### src/rtl/branch_cond_unit_pkg.sv
// Shared definitions for branch_cond_unit: compare flags, branch condition codes, FSM states.
package branch_cond_unit_pkg;

  localparam int unsigned CMP_W  = 2;
  localparam int unsigned COND_W = 3;
  localparam int unsigned CNT_W  = 4;

  // Comparator result encodings; 2'b00 is "no valid compare yet"
  localparam logic [CMP_W-1:0] CMP_EQ = 2'b01;
  localparam logic [CMP_W-1:0] CMP_L  = 2'b10;
  localparam logic [CMP_W-1:0] CMP_G  = 2'b11;

  typedef enum logic [COND_W-1:0] {
    BR_NEVER  = 3'd0,
    BR_EQ     = 3'd1,
    BR_NE     = 3'd2,
    BR_LT     = 3'd3,
    BR_GE     = 3'd4,
    BR_GT     = 3'd5,
    BR_LE     = 3'd6,
    BR_ALWAYS = 3'd7
  } br_cond_e;

  typedef enum logic [1:0] {
    BCU_IDLE     = 2'd0,
    BCU_REDIRECT = 2'd1,
    BCU_FLUSH    = 2'd2
  } bcu_state_e;

endpackage

### src/rtl/branch_cond_unit_cond_eval.sv
// Combinational evaluation of a branch condition code against the compare flags.
module branch_cond_unit_cond_eval
  import branch_cond_unit_pkg::*;
(
  input  logic [CMP_W-1:0]  flags,
  input  logic [COND_W-1:0] br_cond,
  output logic              taken
);

  logic is_eq;
  logic is_l;
  logic is_g;

  assign is_eq = (flags == CMP_EQ);
  assign is_l  = (flags == CMP_L);
  assign is_g  = (flags == CMP_G);

  // An unrecognised flags value leaves all three terms low, so only ALWAYS is taken
  always_comb begin
    taken = 1'b0;
    case (br_cond_e'(br_cond))
      BR_NEVER:  taken = 1'b0;
      BR_EQ:     taken = is_eq;
      BR_NE:     taken = is_l | is_g;
      BR_LT:     taken = is_l;
      BR_GE:     taken = is_eq | is_g;
      BR_GT:     taken = is_g;
      BR_LE:     taken = is_eq | is_l;
      BR_ALWAYS: taken = 1'b1;
      default:   taken = 1'b0;
    endcase
  end

endmodule

### src/rtl/branch_cond_unit.sv
// Branch condition unit: flags register, taken-branch redirect handshake and timed flush.
// Optional macro CMP_BYPASS_EN lets a same-cycle compare write feed the branch evaluation.
module branch_cond_unit
  import branch_cond_unit_pkg::*;
#(
  parameter int unsigned ADDR_W       = 32,
  parameter int unsigned FLUSH_CYCLES = 2
) (
  input  logic              clk,
  input  logic              rst,
  input  logic [CMP_W-1:0]  cmp_in,
  input  logic              cmp_we,
  input  logic              br_valid,
  input  logic [COND_W-1:0] br_cond,
  input  logic [ADDR_W-1:0] br_pc,
  input  logic [ADDR_W-1:0] br_offset,
  output logic              br_ready,
  output logic              redirect_valid,
  output logic [ADDR_W-1:0] redirect_pc,
  input  logic              redirect_ready,
  output logic              flush,
  output logic              stall,
  output logic [CMP_W-1:0]  flags_out
);

  bcu_state_e       state;
  logic [CMP_W-1:0] flags;
  logic [CNT_W-1:0] cnt;
  logic [CMP_W-1:0] eval_flags;
  logic             taken;

`ifdef CMP_BYPASS_EN
  assign eval_flags = cmp_we ? cmp_in : flags;
  assign br_ready   = (state == BCU_IDLE);
`else
  // A flags write in IDLE holds decode off one cycle so the branch sees the new flags
  assign eval_flags = flags;
  assign br_ready   = (state == BCU_IDLE) && !cmp_we;
`endif

  assign stall     = !br_ready;
  assign flags_out = flags;

  branch_cond_unit_cond_eval u_cond_eval (
    .flags   (eval_flags),
    .br_cond (br_cond),
    .taken   (taken)
  );

  always_ff @(posedge clk) begin
    if (rst) begin
      state          <= BCU_IDLE;
      flags          <= '0;
      cnt            <= '0;
      redirect_valid <= 1'b0;
      redirect_pc    <= '0;
      flush          <= 1'b0;
    end else begin
      if (cmp_we) flags <= cmp_in;
      case (state)
        BCU_IDLE: begin
          if (br_valid && br_ready && taken) begin
            redirect_pc    <= br_pc + br_offset;
            redirect_valid <= 1'b1;
            state          <= BCU_REDIRECT;
          end
        end
        BCU_REDIRECT: begin
          if (redirect_ready) begin
            redirect_valid <= 1'b0;
            flush          <= 1'b1;
            cnt            <= CNT_W'(FLUSH_CYCLES);
            state          <= BCU_FLUSH;
          end
        end
        BCU_FLUSH: begin
          // Last flush cycle is the one that sees cnt == 1
          if (cnt <= CNT_W'(1)) begin
            flush <= 1'b0;
            cnt   <= '0;
            state <= BCU_IDLE;
          end else begin
            cnt <= cnt - CNT_W'(1);
          end
        end
        default: state <= BCU_IDLE;
      endcase
    end
  end

endmodule
### config.mk
export PLATFORM = sky130hd
export DESIGN_NAME = branch_cond_unit
export DESIGN_NICKNAME = d
export VERILOG_FILES = /design/src/rtl/branch_cond_unit_pkg.sv /design/src/rtl/branch_cond_unit_cond_eval.sv /design/src/rtl/branch_cond_unit.sv
export SDC_FILE = /design/constraint.sdc
export NUM_CORES = 1
export LEC_CHECK = 0
export ABC_CLOCK_PERIOD_IN_PS = 3700
export CORE_ASPECT_RATIO = 0.7
export CORE_MARGIN = 2
export CORE_UTILIZATION = 48
export DETAILED_ROUTE_END_ITERATION = 10
export PLACE_DENSITY = 0.83
export SETUP_SLACK_MARGIN = 0.15
export SYNTH_ARGS = -nofsm -noshare
export SYNTH_HDL_FRONTEND = slang
export SYNTH_HIERARCHICAL = 1
export SYNTH_SLANG_ARGS = --single-unit
### constraint.sdc
create_clock -name clk -period 3.7 [get_ports clk]
set_clock_uncertainty 0.15 [all_clocks]
set_input_delay 0.74 -clock clk [delete_from_list [all_inputs] [get_ports clk]]
set_output_delay 0.74 -clock clk [all_outputs]
set_load 0.02 [all_outputs]
# Word level (Yosys, flattened, before mapping)
# Index checks and enable logic that the tools add are counted.
# Widths: inputs -> output; s select.
dict set report totals {
  reg_bits 42
  input_bits 74
  output_inout_bits 38
  elab_cells 55
}
dict set report op_classes {
  add_sub_neg 2
  magnitude_cmp 1
  n_eq_ne 15
  n_mux 14
  n_bitwise 3
  reduce_logical 14
}
# operator count
set op_table {}
lappend op_table {{$add 32x32->32} 1}
lappend op_table {{$eq 3x3->1 const B} 4}
lappend op_table {{$reduce_and 3->1} 3}
lappend op_table {{$mux 4} 2}
lappend op_table {{$pmux 1 s8} 1}
lappend op_table {{$pmux 4 s2} 1}
lappend op_table {{$eq 2x2->1 const B} 3}
lappend op_table {{$eq 3x2->1 const B} 2}
lappend op_table {{$mux 2} 3}
lappend op_table {{$pmux 2 s3} 1}
lappend op_table {{$eq 2x1->1 const B} 2}
lappend op_table {{$le 4x1->1 const B} 1}
lappend op_table {{$mux 1} 4}
lappend op_table {{$ne 2x2->1 const B} 2}
lappend op_table {{$pmux 1 s2} 2}
lappend op_table {{$reduce_and 2->1} 2}
lappend op_table {{$reduce_bool 2->1} 2}
lappend op_table {{$sub 4x1->4 const B} 1}
lappend op_table {{$eq 3x1->1 const B} 1}
lappend op_table {{$logic_and 1x1->1} 3}
lappend op_table {{$logic_not 3->1} 1}
lappend op_table {{$or 1x1->1} 3}
lappend op_table {{$logic_not 1->1} 2}
lappend op_table {{$logic_not 2->1} 1}
lappend op_table {{$ne 2x1->1 const B} 1}

# Logic depth before layout (Yosys ltp)
# Gate-level depths: netlist of run 1.
dict set report logic_depth {
  depth_word 6
  ltp_mapped 10
  mapped_depth_nobuf 8
}

# Hierarchy
# Netlist of run 1, hierarchy kept.
# mod instances cells_each area_per_inst_um2 seq_area_each_um2
set modules_own_cells {}
lappend modules_own_cells {branch_cond_unit 1 473 3631.0 840.8}
lappend modules_own_cells {branch_cond_unit_cond_eval 1 8 57.6 0.0}

# Worst setup path after synthesis of run 1
# Ideal clock, no wire load.
dict set report synth_timing {
  kind {input -> register}
  start {input br_pc[0]}
  end {register redirect_pc[26]}
  setup_time_ps 73
  t_arrival_ps 3058
  t_required_ps 3477
  slack_ps 418
  path_stages 8
  path_buffers 0
  cell_sequence {ha_1 fa_1 a21o_1 a2111oi_4 nor4_1 or4_4 a2111o_1 o211ai_2}
}
dict set report synth_between {
  elab_chain_cells 1
}
# item line
set synth_lines {}
lappend synth_lines {{from (decl)} branch_cond_unit.sv:15} ;# input logic [ADDR_W-1:0] br_pc,
lappend synth_lines {{$add 32x32->32} branch_cond_unit.sv:63} ;# redirect_pc <= br_pc + br_offset;
lappend synth_lines {{to (signal assigned)} branch_cond_unit.sv:63}
lappend synth_lines {{to (decl)} branch_cond_unit.sv:19} ;# output logic [ADDR_W-1:0] redirect_pc,
# No other way between the ends.
# A chain may end at the register's enable or synchronous reset.

# Worst setup path after layout of run 1
# Same ends and word-level chain as after synthesis.

==> results of run 1 <==
## path summary, 6_finish.rpt
check	from	end	depth (start not counted)
hold reg to reg	redirect_pc[5]$_SDFFE_PP0P_	redirect_pc[5]$_SDFFE_PP0P_	2
hold / removal	redirect_pc[5]$_SDFFE_PP0P_	redirect_pc[5]$_SDFFE_PP0P_	2
setup reg to reg	flags_out[1]$_SDFFE_PP0P_	redirect_pc[30]$_SDFFE_PP0P_	7
setup / recovery	br_pc[0]	redirect_pc[26]$_SDFFE_PP0P_	9
## area by class of cell
| class | count | area (um2) |
|---|---|---|
| Clock buffer | 5 | 68.82 |
| Inverter | 10 | 37.54 |
| Fill cell | 629 | 2340 |
| Clock inverter | 3 | 21.27 |
| Timing Repair Buffer | 129 | 1246 |
| Sequential cell | 42 | 840.8 |
| Tap cell | 98 | 122.6 |
| Multi-Input combinational cell | 402 | 2708 |
## Yosys cell counts, drive strengths merged (13+ instances only)
library cell / number / area share
a21o: 13 / 0.027
a21oi: 48 / 0.065
clkbuf: 25 / 0.025
dfxtp: 42 / 0.23
ha: 33 / 0.11
nand2: 50 / 0.051
nand3: 14 / 0.019
nand3b: 14 / 0.028
nand4: 13 / 0.022
nor2: 35 / 0.036
nor3: 17 / 0.023
o21ai: 26 / 0.035
## tightest hold or removal path: cells and delay by family, from the launching register on
kind | cells | cell delay, ps
and+or+nand+nor | 1 | 50
AOI/OAI and AO/OA | 1 | 50
DFF | 1 | 320
## placed cells by master (no fill, tap or decap), types with 3 or more instances in the layout
master / netlist / routed
nor3_1: 17 / 17
and2_1: 5 / 5
o21ai_0: 26 / 26
nand4_1: 13 / 13
xnor2_1: 6 / 6
nor3b_1: 5 / 5
o21bai_1: 6 / 6
mux2i_1: 4 / 4
clkdlybuf4s50_1: 0 / 111
clkbuf_8: 0 / 5
inv_1: 10 / 10
o211a_1: 3 / 3
a21oi_1: 48 / 48
a31oi_1: 5 / 5
nor2_1: 35 / 35
or3_1: 10 / 10
xor2_1: 5 / 5
o21a_1: 7 / 7
nand3_1: 14 / 14
or2_2: 4 / 4
o211ai_1: 9 / 9
a311o_1: 3 / 3
ha_1: 33 / 33
buf_4: 0 / 18
a211oi_1: 6 / 6
nand2b_1: 4 / 4
nand3b_1: 14 / 14
a21o_1: 12 / 12
dfxtp_1: 42 / 42
a211o_1: 5 / 5
o31ai_1: 3 / 3
nand2_1: 50 / 50
a2111oi_0: 3 / 3
## logic make-up after synthesis
family	Yosys count	synth area share
simple gates	189	0.2717
mux	5	0.01391
flops	42	0.2280
buf+inv	37	0.03799
fa+ha+maj	34	0.1174
compound gates	163	0.3050
xor+xnor	11	0.02612
## power by group
part           switching (W)  internal [W]
logic               0.000311      0.000268
registers          0.0000118      0.000469
clock network       0.000189      0.000133
total               0.000511      0.000870
## registers in the layout, summed over array words and instances (netlist names)
signal          cells
redirect_pc        32
cnt                 4
flags_out           2
state               2
flush               1
redirect_valid      1
## routing by layer
metal | part of all wire | wire [um] | vias to the layer above | GRT usage
li1 | - | - | 2045 | -
met1 | 0.45 | 5268 | 1920 | 0.3939
met2 | 0.42 | 4986 | 211 | 0.4194
met3 | 0.10 | 1214 | 27 | 0.06807
met4 | 0.023 | 269 | 0 | 0.09359
met5 | 0 | 0 | - | 0
## through the flow
stage                     std cells    util  total power, W
final                           689  0.6832        0.001382
after global routing            689  0.6832        0.001448
after floorplan                 481       -       0.0008219
after detailed placement        681  0.6710        0.001052
after CTS                       689  0.6832        0.001369
after global placement          681  0.6710        0.001039
==> results.cfg, run 1 <==
[status]
status = completed

[clocking]
path_clk_slew_ps = 100
postCtsSetupBuffers = 0
cts_tree = built
clock_latency_ps = 300
cts.sinks = 42
cts_root_buf = clkbuf_8
cts_inserted_buffers = 5
cts_hold_buf = 0
htreeDepth = 2
cts_resized = 0
cts_max_path_buffers = 2

[sta]
rsz0062_at_grt = false
drv_slew = 0
relSlewSlack = 0.6292
finalSetupViolCount = 0
fin_crit_ps = 3399
fin_ws_ps = 300.9
max_freq_ghz = 0.2942
hold_violations = 0
tightest_slew_ps = 551.5
min_period_over_period = 0.9187
whs_ps = 312.0
tns_ps = 0

[finish]
layout-drive-gt1-share = 0.07445
final_area_mm2 = 0.005045
nNetsFinal = 698
antenna_cells = 0
syn2layout_area_growth_pct = 36.77

[setup_path]
reg2reg_slack_ps = 1370
cp.arrival_ps = 3500
crit_chain = clkdlybuf4s50_1 -> ha_1 -> fa_1 -> a21o_1 -> a2111oi_4 -> nor4_1 -> or4_4 -> a2111o_1 -> o211ai_2
cp-start-kind = primary input
slowest_delay_ps = 570
path_delay_family = compound AO/OA/AOI/OAI gates
worstPathMaxFanout = 3
critPathKind = primary input to register
crit_buf_inv = 1
worst_path_max_delay_cell = or4_4
worstPathRequired_ps = 3800
critPathCaptureType = register

[synthesis]
syn_avg_cell_area_um2 = 7.668
async_flop_share = 0
ys_warn_count = 6
seq_area_frac_synth = 0.2280
ys_ff_latch = 42
synth-edff-count = 0
ys.flop_type = dfxtp_1
netlist_area_mm2 = 0.003689
synthDistinctLibCells = 70
syn_nets = 589
synth_cells = 481

[drt]
first_pass_iters = 5
drt-total-wl_um = 11740
wl_per_cell_um = 17.04
routed_via_density = 6.100
drt_iter0_drc = 290
num_vias = 4203
post-route-drc-count = 0
drtAntennaViolNets = 0

[global_route]
grt_pass1_vias = 3931
grt_pass1_wl_um = 18920
grt_max_degree = 37
grt_usage = 0.2806
antenna_found_initial = 0
grt-ovfl-total = 0

[floorplan]
ios = 112
core-area_mm2 = 0.007385
start_util = 0.4995
dieArea_mm2 = 0.008413
die_h_um = 77.34
die_x_um = 108.8
rows = 26

[power]
p_per_area_mw_per_mm2 = 273.8
ir_worst_vdd_mv = 0.1750
p_leak_nw = 1.939

[placement]
numPortBuffers = 111
gp_congestion = 0.9399
dp_slack_ps = -21.61
hpwl_um = 9092
dpl-instance-area_mm2 = 0.004955

[job]
cap_viol_max_count = 0

[min_path]
min_path_type = register to register
Power figures use the tool's default switching activity.
==> run 2, diff against run 1 <==
--- a/config.mk
+++ b/config.mk
@@ -8,5 +8,5 @@
 export ABC_CLOCK_PERIOD_IN_PS = 3700
 export CORE_ASPECT_RATIO = 0.7
-export CORE_MARGIN = 2
+export CORE_MARGIN = 1.5
 export CORE_UTILIZATION = 48
 export DETAILED_ROUTE_END_ITERATION = 10
--- a/constraint.sdc
+++ b/constraint.sdc
@@ -3,3 +3,3 @@
 set_input_delay 0.74 -clock clk [delete_from_list [all_inputs] [get_ports clk]]
 set_output_delay 0.74 -clock clk [all_outputs]
-set_load 0.02 [all_outputs]
+set_load 0.1 [all_outputs]
==> results.cfg, run 2 (synthesis gave the netlist of run 1 again) <==
[sta]
finalSetupViolCount = 0
whs_ps = 303.8
rsz0062_at_grt = false
max_freq_ghz = 0.2935
min_period_over_period = 0.9208
tightest_slew_ps = 1029
drv_slew = 0
hold_violations = 0
tns_ps = 0
fin_ws_ps = 293.1
relSlewSlack = 0.3120
fin_crit_ps = 3407

[global_route]
grt_max_degree = 37
grt_pass1_wl_um = 18370
antenna_found_initial = 0
grt_pass1_vias = 3935
grt-ovfl-total = 0
grt_usage = 0.2748

[placement]
gp_congestion = 0.8978
dp_slack_ps = -10.11
numPortBuffers = 111
hpwl_um = 9025

[drt]
drt-total-wl_um = 11600
routed_via_density = 6.162
dr.max_layer_used = met4
drtAntennaViolNets = 0
met3_length_um = 1052
wl_per_cell_um = 16.76
post-route-drc-count = 0
wl_met2_um = 5103
first_pass_iters = 5
wirelength_met1_um = 5351
num_vias = 4264
drt_iter0_drc = 334

[finish]
reg_top3 = redirect_pc (32), cnt (4)
largest_register_ffs = 32
nNetsFinal = 701
final_cell_mix = clkdlybuf4s50_1, nand2_1, a21oi_1
layout_commonest_cell = clkdlybuf4s50_1
syn2layout_area_growth_pct = 38.16
layout-drive-gt1-share = 0.08418
largest-register = redirect_pc
antenna_cells = 0

[clocking]
clock_latency_ps = 300
htreeDepth = 2
cts_hold_buf = 0
postCtsSetupBuffers = 0
cts.sinks = 42
cts_root_buf = clkbuf_8
path_clk_slew_ps = 90
cts_max_path_buffers = 2
cts_resized = 0
cts_tree = built
cts_inserted_buffers = 5

[floorplan]
rows = 26
core-area_mm2 = 0.007385
start_util = 0.4995
dieArea_mm2 = 0.008228
die_h_um = 76.34
die_x_um = 107.8
ios = 112

[power]
power_w = 0.001550
p_leak_nw = 1.971
ir_worst_vdd_mv = 0.1724
p_per_area_mw_per_mm2 = 304.2

[status]
status = completed

[setup_path]
worstPathRequired_ps = 3790
cp-start-kind = primary input
slowest_delay_ps = 570
crit_buf_inv = 1
critPathCaptureType = register
crit_chain = clkdlybuf4s50_1 -> ha_1 -> fa_1 -> a21o_1 -> a2111oi_4 -> nor4_1 -> or4_4 -> a2111o_1 -> o211ai_2
cp.arrival_ps = 3500
path_delay_family = compound AO/OA/AOI/OAI gates
worst_path_max_delay_cell = or4_4
worstPathMaxFanout = 3
critPathKind = primary input to register

[job]
cap_viol_max_count = 0

[min_path]
min_path_type = register to register
run 2: changes by cell type in the layout (fill, tap and decap cells not counted), sizes merged:
cell	previous run	this run
buf	18	23
clkdlybuf4s50	111	109
clkinvlp	1	0
clkinv	2	1
inv	10	11
bufinv	0	1
run 2: final cells by class:
| class | instances | area (um2) |
|---|---|---|
| clock buffers | 5 | 68.82 |
| flip-flops and latches | 42 | 840.8 |
| fillers | 591 | 2288 |
| clock inverters | 3 | 43.79 |
| inverters | 10 | 37.54 |
| well taps | 98 | 122.6 |
| repair buffers | 132 | 1264 |
| multi-input cells | 402 | 2719 |
run 2: path summary, 6_finish.rpt:
check	startpoint	to	slack (ps)	cells after the start
setup / recovery	br_pc[0]	redirect_pc[26]$_SDFFE_PP0P_	290	9
hold / removal	redirect_pc[10]$_SDFFE_PP0P_	redirect_pc[10]$_SDFFE_PP0P_	300	2
setup reg to reg	flags_out[1]$_SDFFE_PP0P_	redirect_pc[28]$_SDFFE_PP0P_	1270	8
hold reg to reg	redirect_pc[10]$_SDFFE_PP0P_	redirect_pc[10]$_SDFFE_PP0P_	300	2
run 2: power breakdown:
part	total, W	leakage, nW	switching, W	internal (W)
sequential	0.000481	0.340	0.0000121	0.000469
combinational	0.000682	1.57	0.000411	0.000271
clock	0.000387	0.0585	0.000184	0.000203
total	0.00155	1.97	0.000608	0.000942
run 2: per-layer routing:
metal,track usage,vias to the layer above
met3,0.05218,12
li1,-,2044
met5,0,-
met4,0.05789,0
met2,0.4401,209
met1,0.3834,1999
run 2: worst reg2reg max path: stages (launching register included):
cell and delay (ps):
dfxtp_1 370, nand4bb_1 210, a21oi_1 180, a311o_1 160
nand3_1 270, nor2_1 450, nand2_1 90, or4_1 400
o211ai_1 100
run 2: stage by stage:
stage | cells | instance area [um2] | util
global route | 692 | 5096 | 0.6901
floorplan | 481 | 3700 | -
CTS | 692 | 5096 | 0.6901
global placement | 684 | 4984 | 0.6749
finish | 692 | 5096 | 0.6901
detailed placement | 684 | 4984 | 0.6749
